<file path="config.mk">
export PLATFORM = sky130hd
export DESIGN_NAME = systolic_mm_nxn
export DESIGN_NICKNAME = d
export VERILOG_FILES = /design/src/rtl/systolic_mm_nxn.sv
export SDC_FILE = /design/constraint.sdc
export NUM_CORES = 1
export LEC_CHECK = 0
export BUFFER_PORTS_ARGS = -buffer_cell sky130_fd_sc_hd__buf_4
export CAP_MARGIN = 0
export CORE_MARGIN = 5
export CORE_UTILIZATION = 64
export CTS_BUF_LIST = sky130_fd_sc_hd__clkbuf_8
export CTS_CLUSTER_DIAMETER = 40
export DETAILED_ROUTE_END_ITERATION = 12
export PLACE_DENSITY = 0.82
export SLEW_MARGIN = 20
export SYNTH_ARGS = -nofsm -noshare
export SYNTH_HDL_FRONTEND = slang
export SYNTH_SLANG_ARGS = --single-unit
</file>
<file path="constraint.sdc">
create_clock -name clk -period 4.43 [get_ports clk]
set_clock_uncertainty 0.1 [all_clocks]
set_input_delay 0 -clock clk [delete_from_list [all_inputs] [get_ports clk]]
set_output_delay 0 -clock clk [all_outputs]
set_load 0.1 [all_outputs]
</file>
<file path="src/rtl/systolic_mm_nxn.sv">
// systolic_mm_nxn: N x N output-stationary systolic matrix multiplier.
// Loads A by columns and B by rows over a valid/ready port, skews the operands
// internally while feeding the PE grid for 3N-2 cycles, then drains C row-major
// over a valid/ready result port.
// Ports:
//   clk, reset (async, active-low)     - clock / reset
//   start                              - job start pulse, honoured only when idle
//   in_valid/in_ready, a_col, b_row    - load beat k: A[:,k] and B[k,:]
//   busy                               - job in progress
//   out_valid/out_ready, out_data,
//   out_row, out_col, out_last         - result beat C[out_row][out_col]
//   done                               - one-cycle pulse after the last beat
// Build option: define SYS_SIGNED_EN for two's-complement operands/results.
module systolic_mm_nxn #(
    parameter  int unsigned N      = 3,
    parameter  int unsigned DATA_W = 2,
    localparam int unsigned ACC_W  = 2 * DATA_W + $clog2(N),
    localparam int unsigned IDX_W  = $clog2(N)
) (
    input  logic                  clk,
    input  logic                  reset,
    input  logic                  start,
    input  logic                  in_valid,
    output logic                  in_ready,
    input  logic [N*DATA_W-1:0]   a_col,
    input  logic [N*DATA_W-1:0]   b_row,
    output logic                  busy,
    output logic                  out_valid,
    input  logic                  out_ready,
    output logic [ACC_W-1:0]      out_data,
    output logic [IDX_W-1:0]      out_row,
    output logic [IDX_W-1:0]      out_col,
    output logic                  out_last,
    output logic                  done
);

    localparam int unsigned T_W    = $clog2(3 * N - 2);
    localparam int unsigned T_LAST = 3 * N - 3;

    typedef enum logic [1:0] {IDLE, LOAD, FEED, DRAIN} state_t;

    state_t               state_q, state_d;
    logic [IDX_W-1:0]     k_q, k_d;
    logic [T_W-1:0]       t_q, t_d;
    logic [DATA_W-1:0]    a_buf_q [N][N], a_buf_d [N][N];
    logic [DATA_W-1:0]    b_buf_q [N][N], b_buf_d [N][N];
    logic [DATA_W-1:0]    a_pipe_q [N][N-1], a_pipe_d [N][N-1];
    logic [DATA_W-1:0]    b_pipe_q [N-1][N], b_pipe_d [N-1][N];
    logic [ACC_W-1:0]     acc_q [N][N], acc_d [N][N];
    logic                 in_ready_q, in_ready_d, busy_q, busy_d, done_q, done_d;
    logic                 out_valid_q, out_valid_d, out_last_q, out_last_d;
    logic [ACC_W-1:0]     out_data_q, out_data_d;
    logic [IDX_W-1:0]     out_row_q, out_row_d, out_col_q, out_col_d;
    logic [DATA_W-1:0]    a_edge [N], b_edge [N];
    logic [DATA_W-1:0]    a_in [N][N], b_in [N][N];

    // One PE product, extended to the accumulator width.
    function automatic logic [ACC_W-1:0] product(input logic [DATA_W-1:0] a,
                                                 input logic [DATA_W-1:0] b);
`ifdef SYS_SIGNED_EN
        logic [ACC_W-1:0] a_x, b_x;
        a_x = {{(ACC_W-DATA_W){a[DATA_W-1]}}, a};
        b_x = {{(ACC_W-DATA_W){b[DATA_W-1]}}, b};
        // Low ACC_W bits of the wide product equal the signed product.
        return a_x * b_x;
`else
        return ACC_W'(a) * ACC_W'(b);
`endif
    endfunction

    // Diagonal skew: row i sees A[i][t-i], column j sees B[t-j][j], else 0.
    always_comb begin : edge_feed
        for (int i = 0; i < N; i++) begin
            a_edge[i] = '0;
            b_edge[i] = '0;
            for (int k = 0; k < N; k++) begin
                if (int'(t_q) == i + k) begin
                    a_edge[i] = a_buf_q[i][k];
                    b_edge[i] = b_buf_q[k][i];
                end
            end
        end
    end

    // Operand seen by each PE: edge feed or neighbour's registered operand.
    always_comb begin : pe_inputs
        for (int i = 0; i < N; i++) begin
            a_in[i][0] = a_edge[i];
            b_in[0][i] = b_edge[i];
            for (int j = 1; j < N; j++) begin
                a_in[i][j] = a_pipe_q[i][j-1];
                b_in[j][i] = b_pipe_q[j-1][i];
            end
        end
    end

    // Next-state, datapath and output-register logic.
    always_comb begin : next_state
        logic [IDX_W-1:0] row_n, col_n;
        state_d     = state_q;
        k_d         = k_q;
        t_d         = t_q;
        a_buf_d     = a_buf_q;
        b_buf_d     = b_buf_q;
        a_pipe_d    = a_pipe_q;
        b_pipe_d    = b_pipe_q;
        acc_d       = acc_q;
        done_d      = 1'b0;
        out_valid_d = out_valid_q;
        out_data_d  = out_data_q;
        out_row_d   = out_row_q;
        out_col_d   = out_col_q;
        out_last_d  = out_last_q;
        row_n       = out_row_q;
        col_n       = out_col_q;

        case (state_q)
            IDLE: begin
                if (start) begin
                    state_d = LOAD;
                    k_d     = '0;
                    for (int i = 0; i < N; i++) begin
                        for (int j = 0; j < N; j++) begin
                            acc_d[i][j] = '0;
                        end
                        for (int j = 0; j < N - 1; j++) begin
                            a_pipe_d[i][j] = '0;
                            b_pipe_d[j][i] = '0;
                        end
                    end
                end
            end
            LOAD: begin
                if (in_valid) begin
                    for (int i = 0; i < N; i++) begin
                        a_buf_d[i][k_q] = a_col[i*DATA_W +: DATA_W];
                        b_buf_d[k_q][i] = b_row[i*DATA_W +: DATA_W];
                    end
                    if (k_q == IDX_W'(N - 1)) begin
                        state_d = FEED;
                        t_d     = '0;
                    end else begin
                        k_d = k_q + IDX_W'(1);
                    end
                end
            end
            FEED: begin
                for (int i = 0; i < N; i++) begin
                    for (int j = 0; j < N; j++) begin
                        acc_d[i][j] = acc_q[i][j] + product(a_in[i][j], b_in[i][j]);
                    end
                    for (int j = 0; j < N - 1; j++) begin
                        a_pipe_d[i][j] = a_in[i][j];
                        b_pipe_d[j][i] = b_in[j][i];
                    end
                end
                if (t_q == T_W'(T_LAST)) begin
                    // C[0][0] settled long before the last PE finishes.
                    state_d     = DRAIN;
                    out_valid_d = 1'b1;
                    out_row_d   = '0;
                    out_col_d   = '0;
                    out_last_d  = 1'b0;
                    out_data_d  = acc_q[0][0];
                end else begin
                    t_d = t_q + T_W'(1);
                end
            end
            DRAIN: begin
                if (out_ready) begin
                    if (out_last_q) begin
                        state_d     = IDLE;
                        done_d      = 1'b1;
                        out_valid_d = 1'b0;
                        out_data_d  = '0;
                        out_row_d   = '0;
                        out_col_d   = '0;
                        out_last_d  = 1'b0;
                    end else begin
                        if (out_col_q == IDX_W'(N - 1)) begin
                            col_n = '0;
                            row_n = out_row_q + IDX_W'(1);
                        end else begin
                            col_n = out_col_q + IDX_W'(1);
                        end
                        out_row_d  = row_n;
                        out_col_d  = col_n;
                        out_data_d = acc_q[row_n][col_n];
                        out_last_d = (row_n == IDX_W'(N - 1)) && (col_n == IDX_W'(N - 1));
                    end
                end
            end
            default: state_d = IDLE;
        endcase

        busy_d     = (state_d != IDLE);
        in_ready_d = (state_d == LOAD);
    end

    // State and output registers.
    always_ff @(posedge clk or negedge reset) begin
        if (!reset) begin
            state_q     <= IDLE;
            k_q         <= '0;
            t_q         <= '0;
            for (int i = 0; i < N; i++) begin
                for (int j = 0; j < N; j++) begin
                    a_buf_q[i][j] <= '0;
                    b_buf_q[i][j] <= '0;
                    acc_q[i][j]   <= '0;
                end
                for (int j = 0; j < N - 1; j++) begin
                    a_pipe_q[i][j] <= '0;
                    b_pipe_q[j][i] <= '0;
                end
            end
            in_ready_q  <= 1'b0;
            busy_q      <= 1'b0;
            done_q      <= 1'b0;
            out_valid_q <= 1'b0;
            out_data_q  <= '0;
            out_row_q   <= '0;
            out_col_q   <= '0;
            out_last_q  <= 1'b0;
        end else begin
            state_q     <= state_d;
            k_q         <= k_d;
            t_q         <= t_d;
            a_buf_q     <= a_buf_d;
            b_buf_q     <= b_buf_d;
            a_pipe_q    <= a_pipe_d;
            b_pipe_q    <= b_pipe_d;
            acc_q       <= acc_d;
            in_ready_q  <= in_ready_d;
            busy_q      <= busy_d;
            done_q      <= done_d;
            out_valid_q <= out_valid_d;
            out_data_q  <= out_data_d;
            out_row_q   <= out_row_d;
            out_col_q   <= out_col_d;
            out_last_q  <= out_last_d;
        end
    end

    assign in_ready  = in_ready_q;
    assign busy      = busy_q;
    assign done      = done_q;
    assign out_valid = out_valid_q;
    assign out_data  = out_data_q;
    assign out_row   = out_row_q;
    assign out_col   = out_col_q;
    assign out_last  = out_last_q;

endmodule
</file>
After elaboration in Yosys (flattened, before gate mapping). Index checks and enable logic that the tools add are counted.

Flip-flop bits (word level): 136. Word-level logic and storage cells: 203.

Bitwise gates (word level): 3. $mul: 9. Reductions and logical operators: 15. Magnitude comparators: 4. Equality and inequality tests: 21. Multiplexer cells: 88. Add/subtract/negate cells: 13.

Operator list (count): one-hot mux 54 bit (2 select lines) (1); two-way mux 2 bit (42); adder 6 x 4 -> 6 bit (9); bitwise mux 18 bit (3); two-way mux 54 bit (1); one-hot mux 12 bit (2 select lines) (2); binary-select mux 18 bit (select 2 bit) (1); demux 6 bit (select 2 bit) (3); multiplier 2 x 2 -> 4 bit (9); two-way mux 18 bit (2); two-way mux 6 bit (6); bitwise mux 6 bit (3); inequality test 2 bit, second input constant (8); binary-select mux 6 bit (select 2 bit) (1); equality test 2 bit, second input constant (6); equality test 3 bit, second input constant (4); two-way mux 12 bit (1); one-hot mux 2 bit (2 select lines) (3); one-hot mux 6 bit (2 select lines) (1); AND reduction 4 bit (3); nonzero test 2 bit (5); >= comparator 3 bit, second input constant (3); two-way mux 1 bit (9); two-way mux 3 bit (3); 16 further kinds (24).

Longest topological paths before layout.
Word-level depth: 15. Depth in mapped cells: 16. Gate-level depth less buffers: 15.

Least setup slack after synthesis. Ideal clock, no wire load.

Kind: register -> register. Start: register t_q[0]. End: register acc_q[47] (netlist bit). Arrival time: 3.036 ns. Setup slack: 1.217 ns. Path buffers: 1. Cell stages (with the launch flop): 17. Period minus slack after synthesis: 3.213 ns. Cell sequence: dfrtp_1 inv_1 ha_1 nor2b_1 clkbuf_1 a22oi_1 nor2_1 a21oi_1 nand2b_1 fa_1 inv_1 ha_1 fa_1 a21o_1 nand3_1 nand3_1 o21ai_1.

Cells in the longest elaborated chain, start to end: 7. Elaborated cells between the ends (all ways): 9. Those cells by class: 1 x add/sub; 1 x mul; 3 x eq/ne; 4 x mux.

RTL lines: start, declared (line 44) `logic [T_W-1:0] t_q, t_d;`; start signal, assigned (line 228) `t_q <= t_d;`; equality test 3 x 2 -> 1 bit (line 77) `if (int'(t_q) == i + k) begin`; two-way mux 2 bit (2 in series) (line 77); two-way mux 2 bit (*) (line 77); multiplier 2 x 2 -> 4 bit (*) (line 67) `return ACC_W'(a) * ACC_W'(b);`; adder 6 x 4 -> 6 bit (*) (line 150) `acc_d[i][j] = acc_q[i][j] + product(a_in[i][j], b_in[i][j]);`; one-hot mux 54 bit (2 select lines) (*) (line 117) `case (state_q)`; end signal, assigned by index (line 210) `acc_q[i][j] <= '0;`; end signal, assigned (line 233) `acc_q <= acc_d;`; end, declared (line 49) `logic [ACC_W-1:0] acc_q [N][N], acc_d [N][N];`.

Every way passes the cells marked *; elsewhere a longest branch is shown, timed or not. A chain may end at the register's enable or synchronous reset.

Worst setup path in the final report.
Start: register t_q[0]. End: register acc_q[35] (netlist bit).

Same word-level chain as after synthesis.

==> reports/qor.yml <==
outcome: "complete, no violations"
grt_overflow: 0
crit_path_max_fanout: 8
dominantRegCellSynth: "dfrtp_1"
fillers: 827
clk_pin_slew_worst_paths_ps: 80
yosysSeqAreaShare_pct: 44.4
most-common-layout-cells: "dfrtp_1 (136), nand2_1 (55), a22o_1 (53), ha_1 (53)"
drc: 0
area_growth_pct: 11.5
synth.area.top_cells: "dfrtp_1 (44%), ha_1 (8.7%), a22o_1 (6.1%)"
synth_seq_cells: 136
coreArea_mm2: 0.0119
insertion_delay_ps: 470
fp-row-count: 40
finalWeightedCongestion: 0.904
cp.required_ps: 4730
synthArstFlopShare_pct: 100
routed_wl_um: 18200
cts_max_level: 4
ir_worst_vdd_mv: 0.622
die_w_um: 119
slew_headroom_pct: 32.9
tns_ps: 0
crit_type: "flop to flop"
diodes: 0
yosysWarnings: 0
p_leak_nw: 4.32
worst_pin_slew_ps: 1010
routed_via_density: 6.38
pre_cts_slack_ps: 646
rsz0062_at_grt: "false"
first_global_vias: 6081
final_util_pct: 72.0
reg2reg_from: "t_q[0]"
grt_max_degree: 91
synth_edf_count: 0
die_area_mm2: 0.0143
synth_area_mm2: 0.00766
drv_slew: 0
portBuffers: 31
finalSetupViolations: 0
cts_tree: "done"
syn_nets: 787
num-nets-final: 823
final_common_cell: "dfrtp_1"
yosys.area.top_type: "dfrtp_1"
layout-drive-gt1-share_pct: 13.0
ioPinCount: 32
timing.fmax_mhz: 259
antenna_found_initial: 0
postRouteAntennaNets: 0
timing.final.crit_share_pct: 87.3
postCtsSetupRepairBufs: 0
setup.worst_path.start: "t_q[0]"
grt_pass1_wl_um: 30500
fp.dieH_um: 119
cts_buffers: 17
track_usage_pct: 27.0
place_hpwl_um: 12900
cts.sinks: 136
hold_viol: 0
avgSynthCellArea_um2: 11.0
cts_root_buffer: "clkbuf_8"
r2r_setup_slack_ps: 560
r2r_cells: 15
syn_inst: 699
cp-start-kind: "flop"
clock_path_buffers: 2
routedWlPerCell_um: 20.3
period_needed_ps: 3870
synth.distinct_cells: 59
crit_arrival_ps: 4160
layout_setup_ws_ps: 563
hold_class: "input port to async pin"
powerDensity_mw_per_mm2: 636
cp-end-kind: "flop"
crit_path_end: "acc_q[35]"
initial_utilization_pct: 64.6
synth_top_cell_area_share_pct: 44.4
dpl.cell_count: 845
maxCapViolCount: 0
fin_cells: 895
r2r_end: "acc_q[35]"
drt_iter0_markers: 437
firstDrtPassIters: 5
num_vias: 5709
[state kept, by name, summed over array words and instances (netlist names)]
name / cells
a_buf_q: 18
a_in: 12
acc_q: 54
b_buf_q: 18
b_in: 12
busy: 1
done: 1
in_ready: 1
k_q: 2
out_col: 2
out_data: 6
out_last: 1
out_row: 2
out_valid: 1
state_q: 2
t_q: 3
[final cells by class]
class / count / area (um2) / area share [%]
Clock buffer: 19 / 262 / 3.06
Clock inverter: 13 / 144 / 1.68
Inverter: 36 / 135 / 1.58
Multi-Input combinational cell: 490 / 3940 / 46.2
Sequential cell: 136 / 3400 / 39.8
Tap cell: 147 / 184 / 2.15
Timing Repair Buffer: 54 / 472 / 5.52
[critical path: stages (launching register included)]
cell	delay, ps
dfrtp_1	450
inv_1	120
ha_1	250
nor2b_1	560
a22oi_1	190
nor2_1	140
a21oi_1	110
nand2b_1	220
fa_1	500
inv_1	50
ha_1	220
fa_1	410
a21o_1	180
nand3_1	90
nand3_1	90
o21ai_1	120
[through the flow]
| step | hold slack, ps | cell area [um2] | total power [mW] |
|---|---|---|---|
| after floorplan | -396 | 7660 | 3.72 |
| after global placement | 23.7 | 7940 | 4.21 |
| after detailed placement | 34.6 | 7940 | 4.33 |
| after CTS | 122 | 8510 | 5.39 |
| after global routing | 188 | 8540 | 5.76 |
| final | 47.5 | 8540 | 5.43 |
[cell usage after synthesis, types with 12 or more instances]
cell type / number
dfrtp_1: 136
nand2_1: 55
a22o_1: 53
ha_1: 53
inv_1: 35
a21oi_1: 31
mux2_1: 27
o21ai_0: 23
nand3_1: 21
nor2_1: 21
o21ai_1: 21
a21o_1: 19
clkbuf_1: 18
fa_1: 18
and2_1: 16
o211ai_1: 14
buf_2: 12
mux2i_1: 12
[layer usage]
metal / routed length [um] / global-route usage, % / up-vias
li1: - / - / 2612
met1: 7470 / 34.2 / 2862
met2: 9150 / 45.1 / 179
met3: 851 / 5.08 / 56
met4: 680 / 12.2 / 0
met5: 0 / 0 / -
[timing repair]
action	4_1_cts	5_1_grt
endpoints found under the hold margin	136	0
gates resized for setup	0	0
hold buffers	17	0
[worst min-delay path by stage]
stage            endpoint
3_3_place_gp    acc_q[22]
5_1_grt          acc_q[3]
6_report         acc_q[4]
4_1_cts          acc_q[3]
3_5_place_dp     acc_q[3]
2_1_floorplan  a_buf_q[0]
[where the power goes]
part           leakage (nW)  switching (mW)  internal, mW
sequential             1.79           0.503          1.66
combinational          2.33            1.41         0.816
clock                 0.196           0.512         0.534
[cell families (layout without fill, tap and decap cells)]
group                    after synthesis  after routing  share of synthesized area [%]
AO/OA/AOI/OAI                        207            207                           19.3
XOR/XNOR                              11             11                           1.26
adder cells (fa/ha/maj)               71             71                           13.4
buffers and inverters                 73            122                           4.36
flip-flops                           136            136                           44.4
multiplexers                          50             50                           7.20
AND/OR/NAND/NOR                      151            151                           10.1
Note: power is estimated with default switching activity, not from simulation.
